--- config.mk ---
export PLATFORM = sky130hd
export DESIGN_NAME = adder_subtractor_reg
export DESIGN_NICKNAME = d
export VERILOG_FILES = /design/src/rtl/adder_subtractor_reg.sv
export SDC_FILE = /design/constraint.sdc
export NUM_CORES = 1
export LEC_CHECK = 0
export ABC_CLOCK_PERIOD_IN_PS = 3800
export BUFFER_PORTS_ARGS = -buffer_cell sky130_fd_sc_hd__buf_2
export CORE_AREA = 4 4 41 43
export DETAILED_ROUTE_END_ITERATION = 10
export DIE_AREA = 0 0 45 47
export MAX_ROUTING_LAYER = met4
export PLACE_DENSITY = 0.66
export SYNTH_ARGS = -nofsm -noshare
export SYNTH_HDL_FRONTEND = slang
export SYNTH_SLANG_ARGS = --single-unit
--- constraint.sdc ---
create_clock -name clk -period 3.8 [get_ports clk]
set_input_delay 0.57 -clock clk [delete_from_list [all_inputs] [get_ports clk]]
set_output_delay 0.57 -clock clk [all_outputs]
set_load 0.02 [all_outputs]
--- src/rtl/adder_subtractor_reg.sv ---
// Registered unsigned adder/subtractor with (WIDTH+1)-bit result and sign/zero flags.
// Define ADDSUB_PIPE_EN to add an input register stage (2-cycle latency instead of 1).
module adder_subtractor_reg #(
  parameter int WIDTH = 4
) (
  input  logic             clk,
  input  logic             rst,
  input  logic [WIDTH-1:0] operand_A,
  input  logic [WIDTH-1:0] operand_B,
  input  logic             subtract_mode,
  input  logic             in_valid,
  output logic [WIDTH:0]   result,
  output logic             out_valid,
  output logic             negative,
  output logic             zero
);

  // One ripple cell: returns {carry_out, sum}.
  function automatic logic [1:0] full_add(input logic a, input logic b, input logic cin);
    full_add = {(a & b) | (a & cin) | (b & cin), a ^ b ^ cin};
  endfunction

  logic [WIDTH-1:0] a_s;
  logic [WIDTH-1:0] b_s;
  logic             mode_s;
  logic             valid_s;

`ifdef ADDSUB_PIPE_EN
  logic [WIDTH-1:0] a_r;
  logic [WIDTH-1:0] b_r;
  logic             mode_r;
  logic             valid_r;

  // Input stage: operands load only with valid; clearing valid_r drops any in-flight op on reset.
  always_ff @(posedge clk) begin
    if (rst) begin
      a_r     <= {WIDTH{1'b0}};
      b_r     <= {WIDTH{1'b0}};
      mode_r  <= 1'b0;
      valid_r <= 1'b0;
    end else begin
      valid_r <= in_valid;
      if (in_valid) begin
        a_r    <= operand_A;
        b_r    <= operand_B;
        mode_r <= subtract_mode;
      end
    end
  end

  assign a_s     = a_r;
  assign b_s     = b_r;
  assign mode_s  = mode_r;
  assign valid_s = valid_r;
`else
  assign a_s     = operand_A;
  assign b_s     = operand_B;
  assign mode_s  = subtract_mode;
  assign valid_s = in_valid;
`endif

  logic [WIDTH:0]   carry_s;
  logic [WIDTH-1:0] sum_s;
  logic [WIDTH:0]   result_next_s;
  logic             negative_next_s;
  logic             zero_next_s;

  // Ripple-carry chain; subtraction is A + ~B + 1, so the top bit flips carry into borrow.
  always_comb begin
    carry_s    = {(WIDTH+1){1'b0}};
    sum_s      = {WIDTH{1'b0}};
    carry_s[0] = mode_s;
    for (int i = 0; i < WIDTH; i++) begin
      {carry_s[i+1], sum_s[i]} = full_add(a_s[i], b_s[i] ^ mode_s, carry_s[i]);
    end
    result_next_s   = {carry_s[WIDTH] ^ mode_s, sum_s};
    negative_next_s = mode_s & result_next_s[WIDTH];
    zero_next_s     = (result_next_s == {(WIDTH+1){1'b0}});
  end

  logic [WIDTH:0] result_r;
  logic           out_valid_r;
  logic           negative_r;
  logic           zero_r;

  // Output register: reset wins over a valid op; idle cycles hold the last result.
  always_ff @(posedge clk) begin
    if (rst) begin
      result_r    <= {(WIDTH+1){1'b0}};
      out_valid_r <= 1'b0;
      negative_r  <= 1'b0;
      zero_r      <= 1'b1;
    end else begin
      out_valid_r <= valid_s;
      if (valid_s) begin
        result_r   <= result_next_s;
        negative_r <= negative_next_s;
        zero_r     <= zero_next_s;
      end
    end
  end

  assign result    = result_r;
  assign out_valid = out_valid_r;
  assign negative  = negative_r;
  assign zero      = zero_r;

endmodule

### Word-level counts from Yosys, hierarchy flattened

Index checks and enable logic that the tools add are counted.

| cells by class | value |
|---|---|
| bitwise operators | 34 |
| reductions and logical operators | 1 |

Operators by type and width:

| kind | number |
|---|---|
| 1-bit bitwise AND | 13 |
| 1-bit XOR | 13 |
| 1-bit bitwise OR | 8 |
| 5-bit zero test | 1 |

| word-level totals | value |
|---|---|
| register bits after elaboration | 8 |
| input port bits | 12 |
| output and inout bits | 8 |
| logic and storage cells | 39 |

### Longest topological paths before layout

| logic depth | value |
|---|---|
| depth in word-level cells | 15 |
| depth in mapped cells | 8 |
| gate-level depth less buffers | 8 |

### Worst setup path after synthesis

Ideal clock, no wire load.

| timing path | value |
|---|---|
| path kind | input -> register |
| start point | in operand_B[0] |
| end point | reg zero_r (netlist: zero) |
| setup time | 0.122 ns |
| arrival | 2.524 ns |
| required time | 3.678 ns |
| path slack | 1.154 ns |
| stages | 7 |
| path buffers | 0 |
| cells stage by stage | mux2_2 > fa_1 > fa_1 > inv_1 > fa_1 > and2_4 > a311o_1 |

| between the ends | value |
|---|---|
| word-level cells in the longest chain between the ends | 15 |
| elaborated cells between the ends (all ways) | 24 |
| classes of those cells | bitwise: 23; reduce/logical: 1 |

RTL lines:

| item | RTL line | text |
|---|---|---|
| start, declared | 9 | `input logic [WIDTH-1:0] operand_B,` |
| 1-bit XOR * | 74 | `{carry_s[i+1], sum_s[i]} = full_add(a_s[i], b_s[i] ^ mode_s, carry_s[i]);` |
| 1-bit bitwise AND | 20 | `full_add = {(a & b) \| (a & cin) \| (b & cin), a ^ b ^ cin};` |
| 1-bit bitwise OR (2 in series) | 20 |  |
| 1-bit bitwise AND | 20 |  |
| 1-bit bitwise OR (2 in series) | 20 |  |
| 1-bit bitwise AND | 20 |  |
| 1-bit bitwise OR (2 in series) | 20 |  |
| 1-bit bitwise AND | 20 |  |
| 1-bit bitwise OR (2 in series) | 20 |  |
| 1-bit XOR | 76 | `result_next_s = {carry_s[WIDTH] ^ mode_s, sum_s};` |
| 5-bit zero test * | 78 | `zero_next_s = (result_next_s == {(WIDTH+1){1'b0}});` |
| end signal, assigned | 98 | `zero_r <= zero_next_s;` |
| end, declared | 84 | `logic zero_r;` |

Mark *: on every way between the ends. The rest lies on a longest branch, timed or not.
A chain may end at the register's enable or synchronous reset.

### Worst setup path after layout

Ends and elaborated chain as after synthesis.

==> results.yml <==
status:
  status: "finished, final reports clean"
critical_path:
  critPathKind: "in2reg"
  crit_slowest_cell: "fa_1"
  critPathMaxFanout: 2
  critPathMaxStageDelay_ns: 0.38
  crit_path_frequent_cell: "fa_1"
  start_kind: "input pin"
  worstPathRequired_ns: 3.94
  path_cells: "buf_2 > mux2_2 > fa_1 > fa_1 > inv_1 > fa_1 > ha_1 > nor3b_1 > a311o_1"
  cp.arrival_ns: 2.72
  cp-end-kind: "flop"
  r2r_cells: 2
placement:
  io_buffer_count: 19
  place.gp.congestion: 0.690
  dpl.hpwl_um: 629
die:
  rows: 13
  die_area_mm2: 0.00212
  die_h_um: 47
  num_io_pins: 20
  die_w_um: 45
  core_mm2: 0.00130
  start_util: 0.320
grt:
  grt_pass1_vias: 292
  overflow: 0
  track_usage: 0.0837
  antenna_found_initial: 0
  grt_pass1_wl_um: 1180
  grt_max_degree: 12
yosys:
  synth_compound_area_frac: 0.0601
  synth_top_family_by_area: "adder cells"
  yosys-top-cells-area: "dfxtp_1, fa_1, mux2i_1"
  syn_area_um2: 417
  synth_area_per_cell_um2: 11.0
  ys_warn_count: 0
  yosys.area_share.simple: 0.144
  synth.distinct_cells: 18
  synth_mux_area_frac: 0.0991
  yosysTopAreaCell: "dfxtp_1"
  synth_top_area_share: 0.384
  yosysSeqAreaShare: 0.384
  ys_ff_latch: 8
  synthAdderAreaFrac: 0.174
  synth-xor-area-share: 0.0841
  syn-instance-count: 38
  synthesis.nets: 54
timing:
  drv_slew: 0
  clock.fmax_ghz: 0.388
  slew_headroom: 0.860
  hold_slack_ns: 0.477
  rsz0062_at_grt: "false"
  period_needed_ns: 2.58
  worst_pin_slew_ns: 0.208
  period_share: 0.679
  finClkSkew_ns: 0
  fin_tns_setup_ns: 0
  setup_viol: 0
  hold_violations: 0
layout:
  fin_nets: 76
  utilization: 0.413
  syn2layout_area_growth_pct: 29.1
  n_antenna_cell: 0
  multi_input_area_um2: 234
  regArea_um2: 160
  mostFrequentLayoutCell: "buf_2"
  layout_common_cells: "buf_2, dfxtp_1, nor2_1"
  nFillCells: 144
  drive_gt1_frac: 0.431
drt:
  drt_iter0_markers: 2
  antenna_left: 0
  dr.pass1.iters: 3
  routed_wl_um: 760
  viasPerCell: 4.33
  wl_per_cell_um: 10.4
  via_count: 316
  drc: 0
cts:
  clockBufferDepth: 2
  htreeDepth: 1
  cts.repair.resized: 0
  cts_tree: "built"
  clk_pin_slew_ns: 0.05
  cts_sinks: 8
  clock-root-buffer: "clkbuf_4"
  cts_made_buffers: 3
  hold_buffers: 0
  post_cts_buffers: 0
  clkLatencyLatePin_ns: 0.25
power_and_ir_drop:
  vdd_drop_max_v: 0.000260
  power_density_mw_per_mm2: 413
  finalPower_mw: 0.222
  power_leakage_nw: 0.265
run:
  drv_cap: 0
worst_hold_path:
  holdPathStages: 2
  hold_path_class: "reg2reg"
==> worst paths after layout <==
check	end	slack, ns	startpoint
worst max-delay path	zero	1.22	operand_B[0]
worst min-delay path	result[4]	0.48	result[4]
worst max register to register	zero	2.93	zero
worst min register to register	result[4]	0.48	result[4]
==> synthesized netlist by cell type (all sizes together) <==
master  number
mux2         1
a311o        1
ha           1
inv          2
xor2         2
nor2         6
nor2b        1
and2         1
a211oi       2
clkbuf       1
fa           3
nor3b        1
xnor2        2
mux2i        3
buf          1
nor3         1
dfxtp        8
and2b        1
==> cells by family after synthesis <==
group	Yosys count
AO/OA/AOI/OAI	3
adder cells (fa/ha/maj)	4
flip-flops	8
multiplexers	4
XOR/XNOR	4
AND/OR/NAND/NOR	11
buffers and inverters	4
==> through the flow <==
step | std cells | setup slack [ns] | instance area, um2
floorplan | 38 | 1.15 | 417
global placement | 70 | 0.970 | 515
detailed placement | 70 | 0.949 | 515
CTS | 73 | 1.21 | 538
global route | 73 | 1.16 | 538
finish | 73 | 1.22 | 538
==> sequential cells by signal, summed over array words and instances (netlist names) <==
name / count
result: 5
zero: 1
out_valid: 1
negative: 1
==> area by class of cell <==
cell class / instances / share of cell area
tap: 15 / 0.0349
clock buffer: 3 / 0.0419
sequential: 8 / 0.298
timing repair buffer: 19 / 0.177
inverter: 2 / 0.0140
multi-input combinational: 26 / 0.435
==> where the power goes <==
| part | switching (mW) | total [mW] | internal, mW |
|---|---|---|---|
| clock | 0.0280 | 0.0641 | 0.0361 |
| sequential | 0.00323 | 0.0952 | 0.0919 |
| combinational | 0.0336 | 0.0629 | 0.0292 |
==> routing by layer <==
layer  routed length, um  up-vias  part of all wire  GRT usage
met2                 315       19              0.41      0.119
met4                   6        0            0.0079     0.0351
met3                 111        2              0.15     0.0613
met5                   0        -                 0          -
met1                 327      130              0.43     0.0880
li1                    -      165                 -          -
==> worst max-delay path, delay by kind of cell <==
kind / cells / cell delay [ns]
AOI/OAI and AO/OA: 1 / 0.33
adders and majority gates: 4 / 1.15
and+or+nand+nor: 1 / 0.15
muxes: 1 / 0.34
buffers and inverters: 2 / 0.18
(Power assumes the default switching activity.)
